<file path="config.mk">
export PLATFORM = sky130hd
export DESIGN_NAME = rr_output_arbiter
export DESIGN_NICKNAME = d
export VERILOG_FILES = /design/src/rtl/rr_output_arbiter.sv
export SDC_FILE = /design/constraint.sdc
export NUM_CORES = 1
export LEC_CHECK = 0
export CORE_AREA = 2 2 85 87
export CTS_BUF_LIST = sky130_fd_sc_hd__clkbuf_8
export DETAILED_ROUTE_END_ITERATION = 16
export DIE_AREA = 0 0 87 89
export PLACE_DENSITY = 0.6
export SETUP_SLACK_MARGIN = 0.2
export SLEW_MARGIN = 15
export SYNTH_ARGS = -nofsm -noshare
export SYNTH_HDL_FRONTEND = slang
export SYNTH_SLANG_ARGS = --single-unit
</file>
<file path="constraint.sdc">
create_clock -name clk -period 5.5 [get_ports clk]
set_clock_uncertainty 0.05 [all_clocks]
set_input_delay 1.375 -clock clk [delete_from_list [all_inputs] [get_ports clk]]
set_output_delay 1.375 -clock clk [all_outputs]
set_load 0.05 [all_outputs]
</file>
<file path="src/rtl/rr_output_arbiter.sv">
// Round-robin output-port arbiter: grants one requester whose next hop matches
// PORT_ADDR and holds that grant from the head flit through the tail flit.
module rr_output_arbiter #(
  parameter int                NUM_REQ   = 5,
  parameter int                ADDR_W    = 3,
  parameter logic [ADDR_W-1:0] PORT_ADDR = ADDR_W'(2),
  parameter int                SELF_IDX  = 2,
  parameter int                IDX_W     = (NUM_REQ > 1) ? $clog2(NUM_REQ) : 1
) (
  input  logic                      clk,
  input  logic                      reset,
  input  logic [NUM_REQ-1:0]        req_valid_i,
  input  logic [NUM_REQ*ADDR_W-1:0] req_nexthop_addr_i,
  input  logic [NUM_REQ-1:0]        req_tail_i,
  input  logic                      out_ready_i,
  output logic                      grant_valid_o,
  output logic [NUM_REQ-1:0]        grant_onehot_o,
  output logic [IDX_W-1:0]          grant_idx_o,
  output logic [IDX_W-1:0]          rr_ptr_o
);

  typedef enum logic {IDLE = 1'b0, LOCKED = 1'b1} state_t;

  state_t               state_reg, state_next;
  logic [IDX_W-1:0]     rr_ptr_reg, rr_ptr_next;
  logic                 grant_valid_reg, grant_valid_next;
  logic [IDX_W-1:0]     grant_idx_reg, grant_idx_next;
  logic [NUM_REQ-1:0]   grant_onehot_reg, grant_onehot_next;

  logic [NUM_REQ-1:0]   desire;
  logic [IDX_W-1:0]     ptr_after_owner;
  logic                 owner_valid;
  logic                 owner_tail;
  logic                 release_pkt;
  logic [IDX_W-1:0]     scan_start;
  logic [NUM_REQ-1:0]   scan_mask;
  int                   scan_pos;
  logic                 win_found;
  logic [IDX_W-1:0]     win_idx;
  logic [NUM_REQ-1:0]   win_onehot;

  // The U-turn input is removed from the candidate set at elaboration time.
  generate
    for (genvar gi = 0; gi < NUM_REQ; gi++) begin : g_desire
      if (gi == SELF_IDX) begin : g_self
        assign desire[gi] = 1'b0;
      end else begin : g_peer
        assign desire[gi] = req_valid_i[gi] &&
                            (req_nexthop_addr_i[gi*ADDR_W +: ADDR_W] == PORT_ADDR);
      end
    end
  endgenerate

  assign owner_valid     = |(req_valid_i & grant_onehot_reg);
  assign owner_tail      = |(req_tail_i & grant_onehot_reg);
  assign release_pkt     = (state_reg == LOCKED) && owner_valid && out_ready_i && owner_tail;
  assign ptr_after_owner = (grant_idx_reg == IDX_W'(NUM_REQ - 1)) ? '0
                                                                  : grant_idx_reg + 1'b1;

  // One scanner serves both fresh arbitration from rr_ptr and the
  // back-to-back re-arbitration at release, which excludes the old owner.
  always_comb begin
    scan_start = rr_ptr_reg;
    scan_mask  = desire;
    if (state_reg == LOCKED) begin
      scan_start = ptr_after_owner;
      scan_mask  = desire & ~grant_onehot_reg;
    end
    win_found  = 1'b0;
    win_idx    = '0;
    win_onehot = '0;
    scan_pos   = 0;
    for (int k = 0; k < NUM_REQ; k++) begin
      scan_pos = int'(scan_start) + k;
      if (scan_pos >= NUM_REQ) begin
        scan_pos = scan_pos - NUM_REQ;
      end
      if (!win_found && scan_mask[scan_pos]) begin
        win_found            = 1'b1;
        win_idx              = IDX_W'(scan_pos);
        win_onehot           = '0;
        win_onehot[scan_pos] = 1'b1;
      end
    end
  end

  always_comb begin
    state_next        = state_reg;
    rr_ptr_next       = rr_ptr_reg;
    grant_valid_next  = grant_valid_reg;
    grant_idx_next    = grant_idx_reg;
    grant_onehot_next = grant_onehot_reg;
    case (state_reg)
      IDLE: begin
        if (win_found) begin
          state_next        = LOCKED;
          grant_valid_next  = 1'b1;
          grant_idx_next    = win_idx;
          grant_onehot_next = win_onehot;
        end
      end
      LOCKED: begin
        if (release_pkt) begin
          rr_ptr_next = ptr_after_owner;
          if (win_found) begin
            grant_idx_next    = win_idx;
            grant_onehot_next = win_onehot;
          end else begin
            state_next        = IDLE;
            grant_valid_next  = 1'b0;
            grant_idx_next    = '0;
            grant_onehot_next = '0;
          end
        end
      end
      default: begin
        state_next        = IDLE;
        grant_valid_next  = 1'b0;
        grant_idx_next    = '0;
        grant_onehot_next = '0;
      end
    endcase
  end

  always_ff @(posedge clk or negedge reset) begin
    if (!reset) begin
      state_reg        <= IDLE;
      rr_ptr_reg       <= '0;
      grant_valid_reg  <= 1'b0;
      grant_idx_reg    <= '0;
      grant_onehot_reg <= '0;
    end else begin
      state_reg        <= state_next;
      rr_ptr_reg       <= rr_ptr_next;
      grant_valid_reg  <= grant_valid_next;
      grant_idx_reg    <= grant_idx_next;
      grant_onehot_reg <= grant_onehot_next;
    end
  end

  assign grant_valid_o  = grant_valid_reg;
  assign grant_idx_o    = grant_idx_reg;
  assign grant_onehot_o = grant_onehot_reg;
  assign rr_ptr_o       = rr_ptr_reg;

endmodule

</file>
# Word-level counts from Yosys, hierarchy flattened
# Index checks and enable logic that the tools add are counted.
# classes
muxes	63
n_shift	0
n_lt_le_gt_ge	15
multipliers	0
div_mod_pow	0
n_eq_ne	8
add_sub_neg	10
n_bitwise	5
reduce_logical	25
# ops
op	n
32-bit by 1-bit greater-or-equal comparator with 1-bit output, second input constant	5
32-bit by 5-bit < comparator with 1-bit output, second input constant	5
32-bit 2-to-1 mux	5
5-bit 2-to-1 mux	9
3-bit 2-to-1 mux	10
1-bit 2-to-1 mux	25
4-bit by 3-bit subtractor with 5-bit output, second input constant	4
4-bit by 3-bit greater-or-equal comparator with 1-bit output, second input constant	4
1-bit logical AND	16
5-bit bitwise AND	3
1-bit binary-select mux with 3-bit select	5
1-bit demux with 3-bit select	5
3-bit by 2-bit == test with 1-bit output, second input constant	4
5-bit case mux with 2 select lines	1
5-bit OR reduction	2
3-bit by 2-bit adder with 4-bit output, second input constant	2
3-bit case mux with 2 select lines	1
5-bit NOT	1
3-bit by 1-bit adder with 4-bit output, second input constant	1
3-bit by 3-bit adder with 4-bit output, second input constant	1
1-bit logical NOT	4
2-bit != test, second input constant	2
1-bit case mux with 2 select lines	2
2-bit AND reduction	2
7 further kinds	7
# word_totals
mem_bits_rw	0
regBits	13
latchBits	0
mem_bits_ro	0
memories	0
in_bits	28
word_cells	131

# Depth between registers and ports, before layout
# Gate-level depths: netlist of run 1.
# logic_depth
word_depth	24
mapped_depth	21
ltp_nobuf	18

# Worst setup path after synthesis of run 1
# Ideal clock, no wire load.
# synth_path
path_kind	register -> register
startpoint	register grant_idx_reg[0], in the netlist grant_idx_o[0]
endpoint	register grant_idx_reg[2], in the netlist grant_idx_o[2]
n_path_buf	5
slack_ns	0.815
arrival_time_ns	4.534
stages_incl_launch_ff	21
setup_time_ns	0.101
t_required_ns	5.349
path_cell_list	dfrtp_1 inv_1 ha_1 a21oi_1 a21o_1 buf_2 buf_1 clkbuf_1 ha_1 clkbuf_1 and2_1 a32o_1 or2_4 o21ai_1 a221o_1 a22oi_2 and4_4 and2b_1 buf_4 a2111oi_1 o32ai_1
# synth_via
elab_chain_len	24
word_cells_on_any_way	62
cone_classes	add/sub: 10; order compare: 5; eq/ne: 2; mux: 36; reduce/logical: 9
# synth_lines
element	line	source
from (decl)	27	logic [IDX_W-1:0] grant_idx_reg, grant_idx_next;
from (signal assigned)	136	grant_idx_reg <= grant_idx_next;
3-bit by 1-bit adder with 3-bit output or 3-bit == test (tied branches)	58, 57	
3-bit 2-to-1 mux *	57	assign ptr_after_owner = (grant_idx_reg == IDX_W'(NUM_REQ - 1)) ? '0
3-bit 2-to-1 mux *	65	if (state_reg == LOCKED) begin
parallel branches: the longest is 21 deep, another holds 4-bit by 3-bit subtractor with 5-bit output	n/a	
# Every way passes the cells marked *. The select of a mux whose other input is x is not followed.
# A chain may end at the register's enable or synchronous reset.

# Worst setup path after layout of run 1
# Ends and elaborated chain as after synthesis.

==> metrics.md, run 1 <==
| Metric | Value |
|---|---|
| Outcome | finished, final reports clean |
| Crit-path max FO | 12 |
| Final hold vios | 0 |
| R2R depth | 14 |
| Worst hold stages | 2 |
| Initial DRT Pass Iterations | 5 |
| Core area | 6720 um^2 |
| Clock sinks | 13 |
| First DRT Iteration DRCs | 225 |
| Layout cells sized above 1 | 0.0880 |
| Max-cap violations | 0 |
| Area leader, netlist | dfrtp_1 |
| CTS tree | built |
| Dpl hpwl | 5.80 mm |
| Setup TNS | 0 ns |
| Final setup viols | 0 |
| Yosys warnings | 0 |
| Share of the synthesized area in the top cell type | 0.140 |
| WP data arrival | 4.96 ns |
| FF-to-FF End | grant_idx_o[2]$_DFFE_PN0P_ |
| Hold_sp | grant_valid_o$_DFFE_PN0P_ |
| Synth cell types | 74 |
| Synth async-reset ratio | 1.00 |
| Slew margin rel. | 0.520 |
| Post-Syn Nets | 353 |
| Largest family of logic cells by synthesized area | compound AO/OA/AOI/OAI gates |
| Syn_area_per_cell | 7.50 um^2 |
| Number of synthesized flops with an enable pin | 0 |
| Final wirelength | 7.43 mm |
| CTS H-Tree Depth | 1 |
| WL/cell | 17.6 um |
| Reg-to-Reg Start | grant_idx_o[0]$_DFFE_PN0P_ |
| DRC Markers | 0 |
| Post-route clock period utilization | 0.894 |
| CP endpoint kind | flop |
| Fin. max-slew vios | 0 |
| Main flop type after synthesis | dfrtp_1 |
| Seq cells post-synth | 13 |
| # diodes | 0 |
| Total grt overflow | 0 |
| # rows | 30 |
| Synth-to-layout area growth | 19.8% |
| RSZ-0062 raised after global routing | no |
| Min Hold Slack | 0.488 ns |
| Initial Util | 0.346 |
| Required time worst endpoint | 5.55 ns |
| Mux contribution to synthesized area | 0.0431 |
| Synth top area cells | dfrtp_1 14%, ha_1 7.5%, nand2_1 5.3% |
| Synth Area in Adders | 0.0840 |
| Nets@finish | 385 |
| Global placer's final weighted congestion | 0.948 |
| Hold Crit Endpoint | grant_valid_o$_DFFE_PN0P_ |
| Startpoint types | flop |
| Clock Path Buffers | 2 |
| Mapped Cells | 310 |
| Vias in the first global route | 2382 |
| Slew @ Worst Pin | 0.712 ns |
| First-pass GRT wire length | 12.0 mm |
| Commonest non-fill, non-tap cells in the layout | 36 x clkdlybuf4s50_1, 33 x nand2_1, 28 x nor2_1 |
| Drt via density | 6.11 |
| WS Path Type | flop to flop |
| Worst Hold Class | flop to flop |
| Post-synthesis simple-gate area fraction | 0.279 |
| Synth Area in XOR/XNOR | 0.0188 |
| Cell area after synthesis | 2320 um^2 |
| R2R Setup Slk | 0.58 ns |
| Die H | 89 um |
| Root buf cell | clkbuf_8 |
| Number of antenna violations at the first check in global routing | 0 |
| Die area | 7740 um^2 |
| Seq/Total Area, Yosys | 0.140 |
| Via count | 2574 |
| Io pins | 40 |
| Post-CTS setup buffers | 0 |
| Die width | 87 um |
| ANT nets after route | 0 |
| Clk_lat worst skew | 0.24 ns |
| Overall routing resource usage | 0.195 |
| Clock buffer count from CTS | 3 |
| Max FFs per register | 5 |
| # port buffers | 36 |
| Largest net degree at the start of global routing | 32 |
| Worst-path clk slew | 0.05 ns |
| Fmax | 203 MHz |
| Complex-gate fraction of the synthesized area | 0.358 |
| Most common cell after layout, fill and taps aside | clkdlybuf4s50_1 |
| Period minus WS final | 4.92 ns |
final cells by class:
type / count / area, um^2
fillers: 707 / 3940
multi-input cells: 265 / 1820
repair buffers: 45 / 428
flip-flops and latches: 13 / 325
well taps: 80 / 100
inverters: 14 / 65.1
clock buffers: 3 / 41.3
clock inverters: 1 / 3.75
through the flow:
stage	area (um^2)	util	setup slack [ns]	cells
2_1_floorplan	2320	-	0.815	310
3_3_place_gp	2740	0.407	0.561	417
3_5_place_dp	2740	0.407	0.562	417
4_1_cts	2780	0.414	0.502	421
5_1_grt	2780	0.414	0.328	421
6_report	2780	0.414	0.581	421
worst max-delay path: stages (launching register included):
cell       delay (ns)
dfrtp_1          0.40
inv_1            0.08
ha_1             0.22
or3b_1           0.53
a31o_2           0.43
ha_1             0.41
a211oi_1         0.44
nand2_1          0.16
or3_1            0.37
a221o_1          0.38
o22a_1           0.22
and4_4           0.20
and2b_1          0.26
a2111oi_1        0.46
o32ai_1          0.15
how the worst max path moves through the flow:
stage | start | to | slack [ns]
6_report | grant_idx_o[0]$_DFFE_PN0P_ | grant_idx_o[2]$_DFFE_PN0P_ | 0.58
4_1_cts | grant_idx_o[0]$_DFFE_PN0P_ | grant_idx_o[0]$_DFFE_PN0P_ | 0.50
2_1_floorplan | grant_idx_o[0]$_DFFE_PN0P_ | grant_idx_o[2]$_DFFE_PN0P_ | 0.82
3_5_place_dp | grant_idx_o[0]$_DFFE_PN0P_ | grant_idx_o[2]$_DFFE_PN0P_ | 0.56
5_1_grt | grant_idx_o[0]$_DFFE_PN0P_ | grant_idx_o[0]$_DFFE_PN0P_ | 0.33
3_3_place_gp | grant_idx_o[0]$_DFFE_PN0P_ | grant_idx_o[0]$_DFFE_PN0P_ | 0.56
cell families (layout without fill, tap and decap cells):
family / count (synthesis) / count (layout)
mux: 9 / 9
buf+inv: 32 / 63
flops: 13 / 13
compound gates: 111 / 111
fa+ha+maj: 15 / 15
simple gates: 125 / 125
xor+xnor: 5 / 5
synthesized netlist by cell type, types with 2 or more instances:
master	count
a211o_1	2
a211oi_1	5
a21boi_0	2
a21o_1	3
a21oi_1	20
a221o_1	3
a221oi_1	2
a222oi_1	3
a22oi_1	3
a31oi_1	6
a32o_1	4
and2_1	9
buf_2	4
buf_4	3
buf_6	4
clkbuf_1	6
dfrtp_1	13
ha_1	14
inv_1	12
mux2_2	4
mux2i_1	4
nand2_1	33
nand2b_1	6
nand3_1	10
nand4_1	4
nor2_1	28
nor2b_1	4
nor3_1	9
nor4_1	4
nor4bb_1	4
o211ai_1	2
o21a_1	2
o21ai_0	13
o21ai_1	5
o22a_1	2
o22ai_1	3
o2bb2ai_1	2
o311ai_0	2
o31a_1	4
o31ai_1	4
o32ai_1	5
or3_1	3
xnor2_1	4
what timing repair did:
action | in CTS | in global routing
hold buffers | 0 | 0
endpoints found under the setup margin | 0 | 1
gates resized for setup | 0 | 1
layer usage:
metal / wire length, um / vias up / track usage / share of wire
met5: 0 / - / 0 / 0
met4: 89 / 0 / 0.0497 / 0.012
met3: 567 / 8 / 0.0175 / 0.076
met2: 3400 / 121 / 0.308 / 0.46
met1: 3370 / 1204 / 0.286 / 0.45
li1: - / 1241 / - / -
Power of run 1 is not shown: default switching activity piles up to over one toggle a cycle in this logic, so the estimate is an artifact.
==> inputs of run 2 (changes only) <==
--- a/config.mk
+++ b/config.mk
@@ -10,7 +10,8 @@
 export DETAILED_ROUTE_END_ITERATION = 16
 export DIE_AREA = 0 0 87 89
 export PLACE_DENSITY = 0.6
-export SETUP_SLACK_MARGIN = 0.2
+export SETUP_SLACK_MARGIN = 0.02
+export SKIP_LAST_GASP = 1
 export SLEW_MARGIN = 15
 export SYNTH_ARGS = -nofsm -noshare
 export SYNTH_HDL_FRONTEND = slang
==> metrics.md, run 2 (same netlist as run 1, synthesis figures left out) <==
| Metric | Value |
|---|---|
| Outcome | finished, final reports clean |
| Overall routing resource usage | 0.195 (unchanged) |
| Fin cells | 421 (unchanged) |
| Slowest stage delay, CP | 0.54 ns (about the same) |
| ANT nets after route | 0 (unchanged) |
| Final wirelength | 7.48 mm (+0.79%) |
| First DRT Iteration DRCs | 185 (-18%) |
| Crit-path max FO | 12 (unchanged) |
| Dpl hpwl | 5.80 mm (unchanged) |
| Largest net degree at the start of global routing | 32 (unchanged) |
| Worst path top cell family by delay | compound AO/OA/AOI/OAI gates |
| Setup TNS | 0 ns (unchanged) |
| Fin. max-slew vios | 0 (unchanged) |
| Slew @ Worst Pin | 0.768 ns (+0.0562 ns) |
| Io pins | 40 (unchanged) |
| Global placer's final weighted congestion | 0.948 (unchanged) |
| Slowest CP cell | or3b_1 |
| Clock sinks | 13 (unchanged) |
| Worst-path clk slew | 0.05 ns (about the same) |
| Max-cap violations | 0 (unchanged) |
| Post-CTS sizing | 0 (unchanged) |
| WS Path Type | flop to flop |
| RSZ-0062 raised after global routing | no |
| Commonest non-fill, non-tap cells in the layout | 36 x clkdlybuf4s50_1, 33 x nand2_1, 28 x nor2_1 |
| Startpoint types | flop |
| DRC Markers | 0 (unchanged) |
| Core area | 6720 um^2 (unchanged) |
| Die width | 87 um (unchanged) |
| WL/cell | 17.8 um (+0.79%) |
| Clock Path Buffers | 2 (unchanged) |
| WP data arrival | 5.09 ns (+0.13 ns) |
| # diodes | 0 (unchanged) |
| Nets@finish | 385 (unchanged) |
| Filler Cells Inserted | 707 (unchanged) |
| Worst path most repeated cell | ha_1 |
| CTS H-Tree Depth | 1 (unchanged) |
| Slew margin rel. | 0.483 (-0.0379) |
| Layout cells sized above 1 | 0.0850 (-0.00293) |
| # port buffers | 36 (unchanged) |
| Clk_lat worst skew | 0.24 ns (about the same) |
| # rows | 30 (unchanged) |
| First-pass GRT wire length | 12.0 mm (unchanged) |
| Post-CTS setup buffers | 0 (unchanged) |
| CP bufs+invs | 1 (unchanged) |
| Root buf cell | clkbuf_8 |
| Clock buffer count from CTS | 3 (unchanged) |
| Initial Util | 0.346 (unchanged) |
| Period minus WS final | 5.05 ns (+0.129 ns) |
| Final setup viols | 0 (unchanged) |
| Total grt overflow | 0 (unchanged) |
| Final hold vios | 0 (unchanged) |
| Max FFs per register | 5 (unchanged) |
| CP endpoint kind | flop |
| Drt via density | 6.11 (unchanged) |
| Post-route clock period utilization | 0.918 (+0.0235) |
| CTS tree | built |
| Required time worst endpoint | 5.55 ns (about the same) |
| Worst Hold Class | flop to flop |
| Crit-path cells | inv_1 > ha_1 > or3b_1 > a31o_1 > ha_1 > a211oi_1 > nand2_1 > or3_1 > a221o_1 > o22a_1 > and4_4 > and2b_1 > a2111oi_1 > o32ai_1 |
| Initial DRT Pass Iterations | 5 (unchanged) |
| Via count | 2574 (unchanged) |
| Fmax | 198 MHz (-2.6%) |
| Count of hold-fix buffers inserted at cts | 0 (unchanged) |
| Placed cells | 417 (unchanged) |
| Most common cell after layout, fill and taps aside | clkdlybuf4s50_1 |
| Die H | 89 um (unchanged) |
| Number of antenna violations at the first check in global routing | 0 (unchanged) |
| Vias in the first global route | 2382 (unchanged) |
| Die area | 7740 um^2 (unchanged) |
| Synth-to-layout area growth | 19.8% (unchanged) |
==> run 2: worst register-to-register path: stages (launching register included) <==
cell and delay (ns):
dfrtp_1 0.40, inv_1 0.08, ha_1 0.22, or3b_1 0.54, a31o_1 0.51, ha_1 0.46
a211oi_1 0.44, nand2_1 0.15, or3_1 0.36, a221o_1 0.39, o22a_1 0.22, and4_4 0.20
and2b_1 0.26, a2111oi_1 0.46, o32ai_1 0.15
==> run 2: through the flow <==
step | hold slack, ns | area (um^2) | util | setup slack [ns]
final | 0.485 | 2780 | 0.414 | 0.451
after global routing | 0.510 | 2780 | 0.414 | 0.190
after CTS | 0.481 | 2780 | 0.414 | 0.502
after detailed placement | 0.449 | 2740 | 0.407 | 0.562
after global placement | 0.459 | 2740 | 0.407 | 0.561
after floorplan | 0.699 | 2320 | - | 0.815
==> run 2: worst paths after layout <==
check,startpoint,to,slack [ns],cells after the start
worst max-delay path,grant_idx_o[0]$_DFFE_PN0P_,grant_idx_o[2]$_DFFE_PN0P_,0.45,14
worst min-delay path,grant_valid_o$_DFFE_PN0P_,grant_valid_o$_DFFE_PN0P_,0.48,2
worst max register to register,grant_idx_o[0]$_DFFE_PN0P_,grant_idx_o[2]$_DFFE_PN0P_,0.45,14
worst min register to register,grant_valid_o$_DFFE_PN0P_,grant_valid_o$_DFFE_PN0P_,0.48,2
max in group asynchronous,reset,rr_ptr_o[2]$_DFFE_PN0P_,3.55,1
min in group asynchronous,reset,grant_onehot_o[2]$_DFFE_PN0P_,1.46,1
==> run 2: layout make-up <==
| class | count | area, um^2 | area share |
|---|---|---|---|
| multi-input cells | 265 | 1820 | 0.654 |
| inverters | 14 | 65.1 | 0.0234 |
| flip-flops and latches | 13 | 325 | 0.117 |
| clock inverters | 1 | 3.75 | 0.00135 |
| repair buffers | 45 | 428 | 0.154 |
| clock buffers | 3 | 41.3 | 0.0148 |
| well taps | 80 | 100 | 0.0360 |
==> run 2: layer usage <==
metal	part of all wire	wire length, um	vias to the layer above	track usage
met5	0	0	-	0
met4	0.012	88	0	0.0497
met3	0.063	468	10	0.0175
met2	0.46	3440	119	0.308
met1	0.47	3490	1200	0.286
li1	-	-	1245	-
Power of run 2 is left out for the same reason.
==> variant (config.mk and constraints of run 1) <==
Change the parameter `ADDR_W` from 3 to 2.
--- a/src/rtl/rr_output_arbiter.sv
+++ b/src/rtl/rr_output_arbiter.sv
@@ -3,5 +3,5 @@
 module rr_output_arbiter #(
   parameter int                NUM_REQ   = 5,
-  parameter int                ADDR_W    = 3,
+  parameter int                ADDR_W    = 2,
   parameter logic [ADDR_W-1:0] PORT_ADDR = ADDR_W'(2),
   parameter int                SELF_IDX  = 2,
Interface: changed (resized req_nexthop_addr_i); port bits go from 40 to 35. No check against the original RTL was run, so the function may have changed too.
==> variant against run 1 <==
Cell count shrank 0.95%. Cell area decreased by 0.54%. Synthesized area decreased by 1.5%. Non-clock buffer count shrank 5. Wire length is 1.8% lower. Sequential cell count did not move. Worst setup slack better by 0.14 ns. Critical endpoint is now grant_onehot_o[0]$_DFFE_PN0P_.
Power is left out: the tool's default activity adds up to more than one toggle a clock period on the data nets, which glitch-free logic cannot reach.
==> variant: results (changes against run 1) <==
The clock latency reported for the late side of the worst-skew pair is 0.24 ns (about the same). The worst path arrival time is 4.86 ns (-0.10 ns). The flow ran to the end, and the final reports show no timing, DRC or antenna violations.

The number of flip-flops in the largest register came out at 5 (unchanged). The fill cell instance count of the final layout is 688 (-2.7%). In this run the critical register-to-register path is launched from grant_idx_o[0]$_DFFE_PN0P_.

The pin count of the biggest net entering global routing came to 28 (-13%). The total CTS buffers is 3 (unchanged). The number of buffers added on ports is 32 (-11%). The most used flip-flop cell after synthesis is dfrtp_1. The post-synthesis sequential area ratio is 14.2% (+0.21 points). The post-CTS setup repair buffer count came out at 0 (unchanged). The global-route track usage on met2 is 30.7% (-0.069 points). The layout overhead on the synthesized area came out at 20.9%. The number of synthesis warnings is 0 (unchanged). The count of nets after finishing is 376 (-2.3%).

The fraction of final layout cells with drive strength greater than 1 is 11.9% (+3.1 points). The number of nets in the synthesized netlist is 343 (-2.8%). The tree is rooted in a clkbuf_8. The largest buffer count on any clock path came out at 2 (unchanged). The worst flop-to-flop path endpoint is grant_onehot_o[0]$_DFFE_PN0P_. The CTS H-tree depth is 1 (unchanged). The first-pass GRT wire length is 11700 um (-2.0%).

The maximum fanout count along the critical path came out at 19 (+7). The worst-case register-to-register setup slack is 0.72 ns (+0.14 ns). The number of antenna violations at the first check in global routing is 0 (unchanged). The via count of the first global-routing pass came out at 2334 (-2.0%).

The critical path's top delay family is compound AO/OA/AOI/OAI gates. The depth of the most critical reg-to-reg path was 18 (+4). The number of different library cells in the post-synthesis netlist is 75 (+1.4%). The per-cell via count in the routed design came out at 5.96 (-2.5%).

The number of detailed-route iterations in the first pass is 5 (unchanged). The slowest cell on the critical path is o32ai_4. The global router's overall resource usage came out at 19.2% (-0.37 points). The post-CTS clock slew at the launch and capture registers of the worst setup and hold paths came out at about 0.060 ns. The biggest cell delay along the critical path was 0.45 ns (-0.08 ns). The violation count after the first detailed-route iteration is 286 (+27%). The number of inserted diodes came to 0 (unchanged).

The wire length reported by the detailed router came out at 7290 um (-1.8%). Sorting the synthesized cells by area gives the leading types as dfrtp_1 14%, ha_1 7.7%, nand2_1 5.7%. The worst relative slew slack came out at 58.8% (+6.8 points). The weighted congestion at the end of routability-driven global placement came out at 0.881 (-7.0%). The met3 track demand over resource is 2.12% (+0.37 points). In this run the most critical hold path is launched from grant_valid_o$_DFFE_PN0P_. The depth of the worst hold-timing path was 1 (-1). In the synthesized netlist, the cells that appear most often are 35 x nand2_1, 33 x nor2_1, 17 x o21ai_0. The standard cell area after detailed placement came out at 0.00272 mm2 (-0.59%). The post-cts repair resize count was 0 (unchanged). For hold timing, the worst endpoint is grant_valid_o$_DFFE_PN0P_. The proportion of register bits with asynchronous set or reset after synthesis came out at 100% (unchanged). The path class of the tightest hold or removal check is register to register.

The post-detailed-placement half-perimeter wirelength is 5780 um (-0.28%). The met1 global-route usage came out at 27.2% (-1.4 points). The worst hold slack after final layout was 0.440 ns (-0.0480 ns).
[variant: cell types whose count changed after synthesis, moves of 4 or more]
cell and delta:
nor2_1 +5, nor3_1 +7, o21ai_1 -4, nor4_1 -4
o32ai_1 -4, and2_1 -7, buf_6 -4, a22o_1 +5
nor4bb_1 -4, o21ai_0 +4, nand4b_1 +7, a21oi_1 -4
[variant: worst reg2reg max path: stages, from the launching register on]
cell and delay [ns]:
dfrtp_1 0.43, inv_1 0.08, ha_1 0.21, a21oi_1 0.15
a21o_1 0.23, inv_2 0.27, ha_1 0.25, inv_1 0.05
ha_1 0.24, nand2b_1 0.20, o32ai_4 0.45, xnor2_1 0.24
mux2i_1 0.14, a211oi_1 0.45, o22ai_1 0.23, nor3_4 0.35
a21boi_2 0.18, and4_1 0.21, a221o_1 0.25
[variant: stage by stage]
step,instances,setup slack [ns]
5_1_grt,417,0.327
6_report,417,0.719
3_5_place_dp,413,0.787
4_1_cts,417,0.755
2_1_floorplan,305,0.598
3_3_place_gp,413,0.801
[variant: cell type report]
type | count | area share (%)
multi-input combinational | 268 | 67.6
timing repair buffer | 40 | 13.7
sequential | 13 | 11.8
tap | 80 | 3.62
inverter | 12 | 1.63
clock buffer | 3 | 1.49
clock inverter | 1 | 0.181
[variant: how the worst max path moves through the flow]
stage / startpoint / end / slack, ns
3_5_place_dp: grant_idx_o[0]$_DFFE_PN0P_ / grant_onehot_o[0]$_DFFE_PN0P_ / 0.79
6_report: grant_idx_o[0]$_DFFE_PN0P_ / grant_onehot_o[0]$_DFFE_PN0P_ / 0.72
5_1_grt: grant_idx_o[0]$_DFFE_PN0P_ / grant_onehot_o[0]$_DFFE_PN0P_ / 0.33
4_1_cts: grant_idx_o[0]$_DFFE_PN0P_ / grant_onehot_o[0]$_DFFE_PN0P_ / 0.76
3_3_place_gp: grant_idx_o[0]$_DFFE_PN0P_ / grant_onehot_o[0]$_DFFE_PN0P_ / 0.80
2_1_floorplan: grant_idx_o[0]$_DFFE_PN0P_ / grant_onehot_o[3]$_DFFE_PN0P_ / 0.60
[variant: kinds of logic (layout without fill, tap and decap cells)]
| kind of cell | Yosys count | in the layout | synth area share, % |
|---|---|---|---|
| buf+inv | 24 | 56 | 4.10 |
| simple gates | 142 | 142 | 34.0 |
| xor+xnor | 5 | 5 | 1.91 |
| mux | 10 | 10 | 4.70 |
| flops | 13 | 13 | 14.2 |
| compound gates | 96 | 96 | 32.6 |
| fa+ha+maj | 15 | 15 | 8.52 |
[variant: layer usage]
layer,routed length [um],share of wire [%],vias to the layer above
met4,176,2.4,0
met1,3350,46,1139
met5,0,0,-
met2,3320,46,106
li1,-,-,1222
met3,442,6.1,19
